==> src/rtl/spi_reg_pkg.sv <==
// +------------------------------------------------------------------+
// | spi_reg_pkg : shared constants and FSM state type for the SPI    |
// | register slave.                                  rev 1.0         |
// +------------------------------------------------------------------+
`default_nettype none

package spi_reg_pkg;

  localparam int FRAME_BITS = 16;
  localparam int CMD_BITS   = 8;
  localparam int RW_BIT     = 7;
  localparam int ADDR_MSB   = 6;
  localparam int ADDR_LSB   = 3;
  localparam int CNT_W      = $clog2(FRAME_BITS + 1);

  typedef enum logic [1:0] {
    IDLE = 2'd0,
    CMD  = 2'd1,
    DATA = 2'd2,
    DONE = 2'd3
  } state_t;

endpackage

`default_nettype wire

==> src/rtl/spi_sync_edge.sv <==
// +------------------------------------------------------------------+
// | spi_sync_edge : synchronises sclk/ssn/mosi into clk and detects  |
// | sclk rising/falling edges.                       rev 1.0         |
// +------------------------------------------------------------------+
`default_nettype none

module spi_sync_edge #(
  parameter int SYNC_STAGES = 2
) (
  input  logic clk,
  input  logic rstn,
  input  logic sclk,
  input  logic ssn,
  input  logic mosi,
  output logic sclk_rise,
  output logic sclk_fall,
  output logic ssn_sync,
  output logic mosi_sync
);

  logic [SYNC_STAGES-1:0] sclk_pipe;
  logic [SYNC_STAGES-1:0] ssn_pipe;
  logic [SYNC_STAGES-1:0] mosi_pipe;
  logic                   sclk_last;

  // sclk and ssn reset to their idle-high levels so no edge or select is seen out of reset
  always_ff @(posedge clk or negedge rstn) begin
    if (!rstn) begin
      sclk_pipe <= '1;
      ssn_pipe  <= '1;
      mosi_pipe <= '0;
      sclk_last <= 1'b1;
    end else begin
      sclk_pipe <= {sclk_pipe[SYNC_STAGES-2:0], sclk};
      ssn_pipe  <= {ssn_pipe[SYNC_STAGES-2:0], ssn};
      mosi_pipe <= {mosi_pipe[SYNC_STAGES-2:0], mosi};
      sclk_last <= sclk_pipe[SYNC_STAGES-1];
    end
  end

  assign sclk_rise = sclk_pipe[SYNC_STAGES-1] & ~sclk_last;
  assign sclk_fall = ~sclk_pipe[SYNC_STAGES-1] & sclk_last;
  assign ssn_sync  = ssn_pipe[SYNC_STAGES-1];
  assign mosi_sync = mosi_pipe[SYNC_STAGES-1];

endmodule

`default_nettype wire

==> src/rtl/spi_reg_slave.sv <==
// +------------------------------------------------------------------+
// | spi_reg_slave : SPI mode-3 responder decoding 16-bit register    |
// | read/write frames into single-cycle strobes.     rev 1.0         |
// +------------------------------------------------------------------+
`default_nettype none

module spi_reg_slave
  import spi_reg_pkg::*;
#(
  parameter int   SYNC_STAGES = 2,
  parameter logic MISO_IDLE   = 1'b0
) (
  input  logic       clk,
  input  logic       rstn,
  input  logic       sclk,
  input  logic       ssn,
  input  logic       mosi,
  output logic       miso,
  output logic       miso_oe,
  output logic [3:0] reg_addr,
  output logic [7:0] wr_data,
  output logic       wr_stb,
  output logic       rd_stb,
  input  logic [7:0] rd_data,
  output logic       frame_err
);

  localparam int SHIFT_W = CMD_BITS - 1;

  logic               sclk_rise;
  logic               sclk_fall;
  logic               ssn_sync;
  logic               mosi_sync;

  state_t             state;
  logic [CNT_W-1:0]   bit_cnt;
  logic [SHIFT_W-1:0] shift_in;
  logic [7:0]         tx_shift;
  logic               is_read;
  logic               load_tx;

  spi_sync_edge #(
    .SYNC_STAGES (SYNC_STAGES)
  ) u_sync (
    .clk       (clk),
    .rstn      (rstn),
    .sclk      (sclk),
    .ssn       (ssn),
    .mosi      (mosi),
    .sclk_rise (sclk_rise),
    .sclk_fall (sclk_fall),
    .ssn_sync  (ssn_sync),
    .mosi_sync (mosi_sync)
  );

  always_ff @(posedge clk or negedge rstn) begin
    if (!rstn) begin
      state     <= IDLE;
      bit_cnt   <= '0;
      shift_in  <= '0;
      tx_shift  <= '0;
      is_read   <= 1'b0;
      load_tx   <= 1'b0;
      miso      <= 1'b0;
      miso_oe   <= 1'b0;
      reg_addr  <= '0;
      wr_data   <= '0;
      wr_stb    <= 1'b0;
      rd_stb    <= 1'b0;
      frame_err <= 1'b0;
    end else begin
      wr_stb    <= 1'b0;
      rd_stb    <= 1'b0;
      frame_err <= 1'b0;

      // Deselect overrides any sclk edge seen in the same cycle
      if (ssn_sync) begin
        if (state == CMD || state == DATA) begin
          frame_err <= 1'b1;
        end
        state   <= IDLE;
        bit_cnt <= '0;
        load_tx <= 1'b0;
        miso_oe <= 1'b0;
        miso    <= MISO_IDLE;
      end else begin
        case (state)
          IDLE: begin
            state   <= CMD;
            bit_cnt <= '0;
            miso_oe <= 1'b1;
            miso    <= MISO_IDLE;
          end

          CMD: begin
            if (sclk_rise) begin
              shift_in <= {shift_in[SHIFT_W-2:0], mosi_sync};
              bit_cnt  <= bit_cnt + 1'b1;
              // The 8th bit (LSB of byte 0) is a reserved zero, so rw/addr already sit in shift_in
              if (bit_cnt == CNT_W'(CMD_BITS - 1)) begin
                is_read  <= shift_in[RW_BIT-1];
                reg_addr <= shift_in[ADDR_MSB-1:ADDR_LSB-1];
                rd_stb   <= shift_in[RW_BIT-1];
                state    <= DATA;
              end
            end
          end

          DATA: begin
            // rd_stb is seen by the register file this cycle; its data is valid one clk later
            load_tx <= rd_stb;
            if (load_tx) begin
              tx_shift <= rd_data;
            end else if (sclk_fall && is_read) begin
              miso     <= tx_shift[7];
              tx_shift <= {tx_shift[6:0], 1'b0};
            end

            if (sclk_rise) begin
              shift_in <= {shift_in[SHIFT_W-2:0], mosi_sync};
              bit_cnt  <= bit_cnt + 1'b1;
              if (bit_cnt == CNT_W'(FRAME_BITS - 1)) begin
                if (!is_read) begin
                  wr_data <= {shift_in, mosi_sync};
                  wr_stb  <= 1'b1;
                end
                miso  <= MISO_IDLE;
                state <= DONE;
              end
            end
          end

          DONE: begin
            miso <= MISO_IDLE;
          end

          default: begin
            state <= IDLE;
          end
        endcase
      end
    end
  end

endmodule

`default_nettype wire

==> config.mk <==
export PLATFORM = sky130hd
export DESIGN_NAME = spi_reg_slave
export DESIGN_NICKNAME = d
export VERILOG_FILES = /design/src/rtl/spi_reg_pkg.sv /design/src/rtl/spi_sync_edge.sv /design/src/rtl/spi_reg_slave.sv
export SDC_FILE = /design/constraint.sdc
export NUM_CORES = 1
export LEC_CHECK = 0
export BUFFER_PORTS_ARGS = -buffer_cell sky130_fd_sc_hd__buf_4
export CORE_ASPECT_RATIO = 0.75
export CORE_UTILIZATION = 39
export CTS_BUF_LIST = sky130_fd_sc_hd__clkbuf_8
export DETAILED_ROUTE_END_ITERATION = 6
export GPL_TIMING_DRIVEN = 0
export PLACE_DENSITY_LB_ADDON = 0.05
export SYNTH_ARGS = -nofsm -noshare
export SYNTH_HDL_FRONTEND = slang
export SYNTH_HIERARCHICAL = 1
export SYNTH_SLANG_ARGS = --single-unit
export TNS_END_PERCENT = 20
==> constraint.sdc <==
create_clock -name clk -period 3.95 [get_ports clk]
set_input_delay 0.79 -clock clk [delete_from_list [all_inputs] [get_ports clk]]
set_output_delay 0.79 -clock clk [all_outputs]
set_load 0.005 [all_outputs]
==> results.yml <==
outcome:
  status: "complete, no violations"
clock_tree:
  cts_buffers: 5
  insertion_delay_ns: 0.30
  clockRootBuffer: "clkbuf_8"
  clk_pin_slew_worst_paths_ns: 0.08
  clock-sinks: 48
  postCtsHoldBufs: 0
  cts_tree: "done"
  cts_buffer_depth: 2
  htreeDepth: 2
  post_cts_buffers: 0
  cts_resized: 0
sta:
  max_freq_mhz: 527
  finalSetupViolCount: 0
  fin_crit_ns: 1.90
  grt_setup_unrepaired: "false"
  setup_tns_ns: 0
  min_period_over_period_pct: 48.1
  tightestPinTransition_ns: 0.587
  worst_clock_skew_ns: 0.00904
  timing.slew.headroom_pct: 60.9
  hold_violations: 0
  slew_viol_final: 0
yosys:
  netlist_area_sq_mm: 0.00213
  synth_area_per_cell_sq_um: 12.8
  synth_area_leaders: "dfrtp_1, mux2_2, dfstp_2"
  synth_flop_cell: "dfrtp_1"
  seq_area_frac_synth_pct: 56.6
  synth_top_area_share_pct: 50.4
  synth_edf_count: 0
  ys_async_sr_fraction_pct: 100
  synth_seq_cells: 48
  synthesis.nets: 188
  yosysTopAreaCell: "dfrtp_1"
  yosys_warnings: 6
  ys_types: 38
  netlist_instances: 167
global_routing:
  grt_use_total_pct: 15.3
  grt_pass1_vias: 1378
  grt_max_degree: 49
  grt_remaining_overflow: 0
  antenna_found_initial: 0
  grt_pass1_wl_mm: 6.64
floorplan:
  core.rowCount: 22
  die_w_um: 87.4
  coreArea_sq_mm: 0.00506
  initial_core_util_pct: 42.1
  pin_count: 30
  dieArea_sq_mm: 0.00577
  die_y_um: 66.1
placed_design:
  placed_area_sq_mm: 0.00244
  dpl.hpwl_mm: 2.64
  io_buffer_count: 29
  place.gp.congestion: 0.795
cells_and_area:
  seqCellArea_sq_mm: 0.00121
  drive_gt1_share_pct: 35.3
  fin_nets: 224
  fin_util_pct: 50.3
  fill_cells: 491
  multiInputGateArea_sq_um: 863
  fin_area_sq_mm: 0.00255
  final_common_cell: "dfrtp_1"
  layout_common_cells: "dfrtp_1, buf_4, mux2_2"
  syn_to_final_growth_pct: 19.5
  n_antenna_cell: 0
run:
  cap_violations: 0
power:
  power.density_mw_per_mm2: 435
  power_uw: 1110
  leakage_uw: 0.00123
  ir_drop_v: 0.000258
worst_setup_path:
  cp-end-kind: "register"
  start_kind: "register"
  critPathKind: "register to register"
  crit_required_ns: 4.16
  cp_max_fo: 4
  critical_path_arrival_ns: 2.11
routing:
  drc: 0
  drt_first_pass_iters: 4
  post_drt_via_cell_ratio: 4.87
  vias: 1344
  first_iter_violations: 81
  routed_wirelength_mm: 3.74
  ant_nets: 0
  post_drt_wl_per_cell_um: 13.6
min_path:
  hp-class: "register to register"
[per-layer routing]
layer	track usage (%)	routed length, um	share of wire, %
met1	20.9	1920	51
met2	23.4	1650	44
met3	4.24	144	3.8
met4	5.33	35	0.94
met5	0	0	0
[cells in the mapped netlist (2+ instances only)]
cell	instances
inv_1	6
a21oi_1	13
o21ai_0	3
and2_1	2
mux2_2	16
nor3b_1	3
dfstp_2	5
mux2_4	5
or3b_1	2
ha_1	8
nand3_1	2
nor2b_1	3
mux2i_1	10
nand2_1	4
nor3b_2	2
dfrtp_1	43
buf_2	5
nor2_1	15
[state kept, by name (all words and copies together), names as in the netlist, 2 cells and up]
register and flops:
reg_addr 4, state 2, bit_cnt 5, wr_data 8, u_sync/ssn_pipe 2, tx_shift 8
shift_in 7, u_sync/sclk_pipe 2, u_sync/mosi_pipe 2
[critical path: stages, from the launching register on]
cell and delay [ns]:
dfrtp_1 0.41, ha_1 0.21, and3_1 0.18, ha_1 0.17, and2b_1 0.20, or4_1 0.46, o22ai_1 0.17
[cell type report]
cell class	instances	share of cell area, %
tap	72	3.53
clock inverter	3	1.52
buffer	7	1.57
multi-input combinational	106	33.9
clock buffer	5	2.70
sequential	48	47.4
timing repair buffer	29	8.54
inverter	6	0.884
[cell families after synthesis]
group | Yosys count | share of synthesized area [%]
muxes | 31 | 16.7
adders and majority gates | 8 | 4.69
buffers and inverters | 13 | 2.93
xor gates and xnor gates | 2 | 0.821
AOI/OAI and AO/OA | 21 | 5.57
and+or+nand+nor | 44 | 12.7
DFF | 48 | 56.6
[through the flow]
stage	std cells	hold slack (ns)	setup WS, ns
after global routing	276	0.358	1.86
final	276	0.353	2.05
after detailed placement	268	0.336	2.07
after global placement	268	0.333	2.08
after CTS	276	0.352	2.04
after floorplan	167	0.331	2.25
[path summary, 6_finish.rpt]
| check | endpoint | slack, ns | start | depth (start not counted) |
|---|---|---|---|---|
| min reg2reg | u_sync/sclk_pipe[1]$_DFF_PN1_ | 0.35 | u_sync/sclk_pipe[0]$_DFF_PN1_ | 0 |
| min in group asynchronous | bit_cnt[3]$_DFFE_PN0P_ | 0.48 | rstn | 1 |
| max in group asynchronous | wr_data[3]$_DFFE_PN0P_ | 3.06 | rstn | 1 |
| max | state[0]$_DFFE_PN0P_ | 2.05 | bit_cnt[0]$_DFFE_PN0P_ | 6 |
| min | u_sync/sclk_pipe[1]$_DFF_PN1_ | 0.35 | u_sync/sclk_pipe[0]$_DFF_PN1_ | 0 |
| max reg2reg | state[0]$_DFFE_PN0P_ | 2.05 | bit_cnt[0]$_DFFE_PN0P_ | 6 |
[where the power goes]
part           switching [uW]  internal (uW)  leakage (uW)
Combinational             110           94.6      0.000576
Sequential               29.4            534      0.000598
Clock                     156            185     0.0000593
Total                     295            813       0.00123
Power figures use the tool's default switching activity.
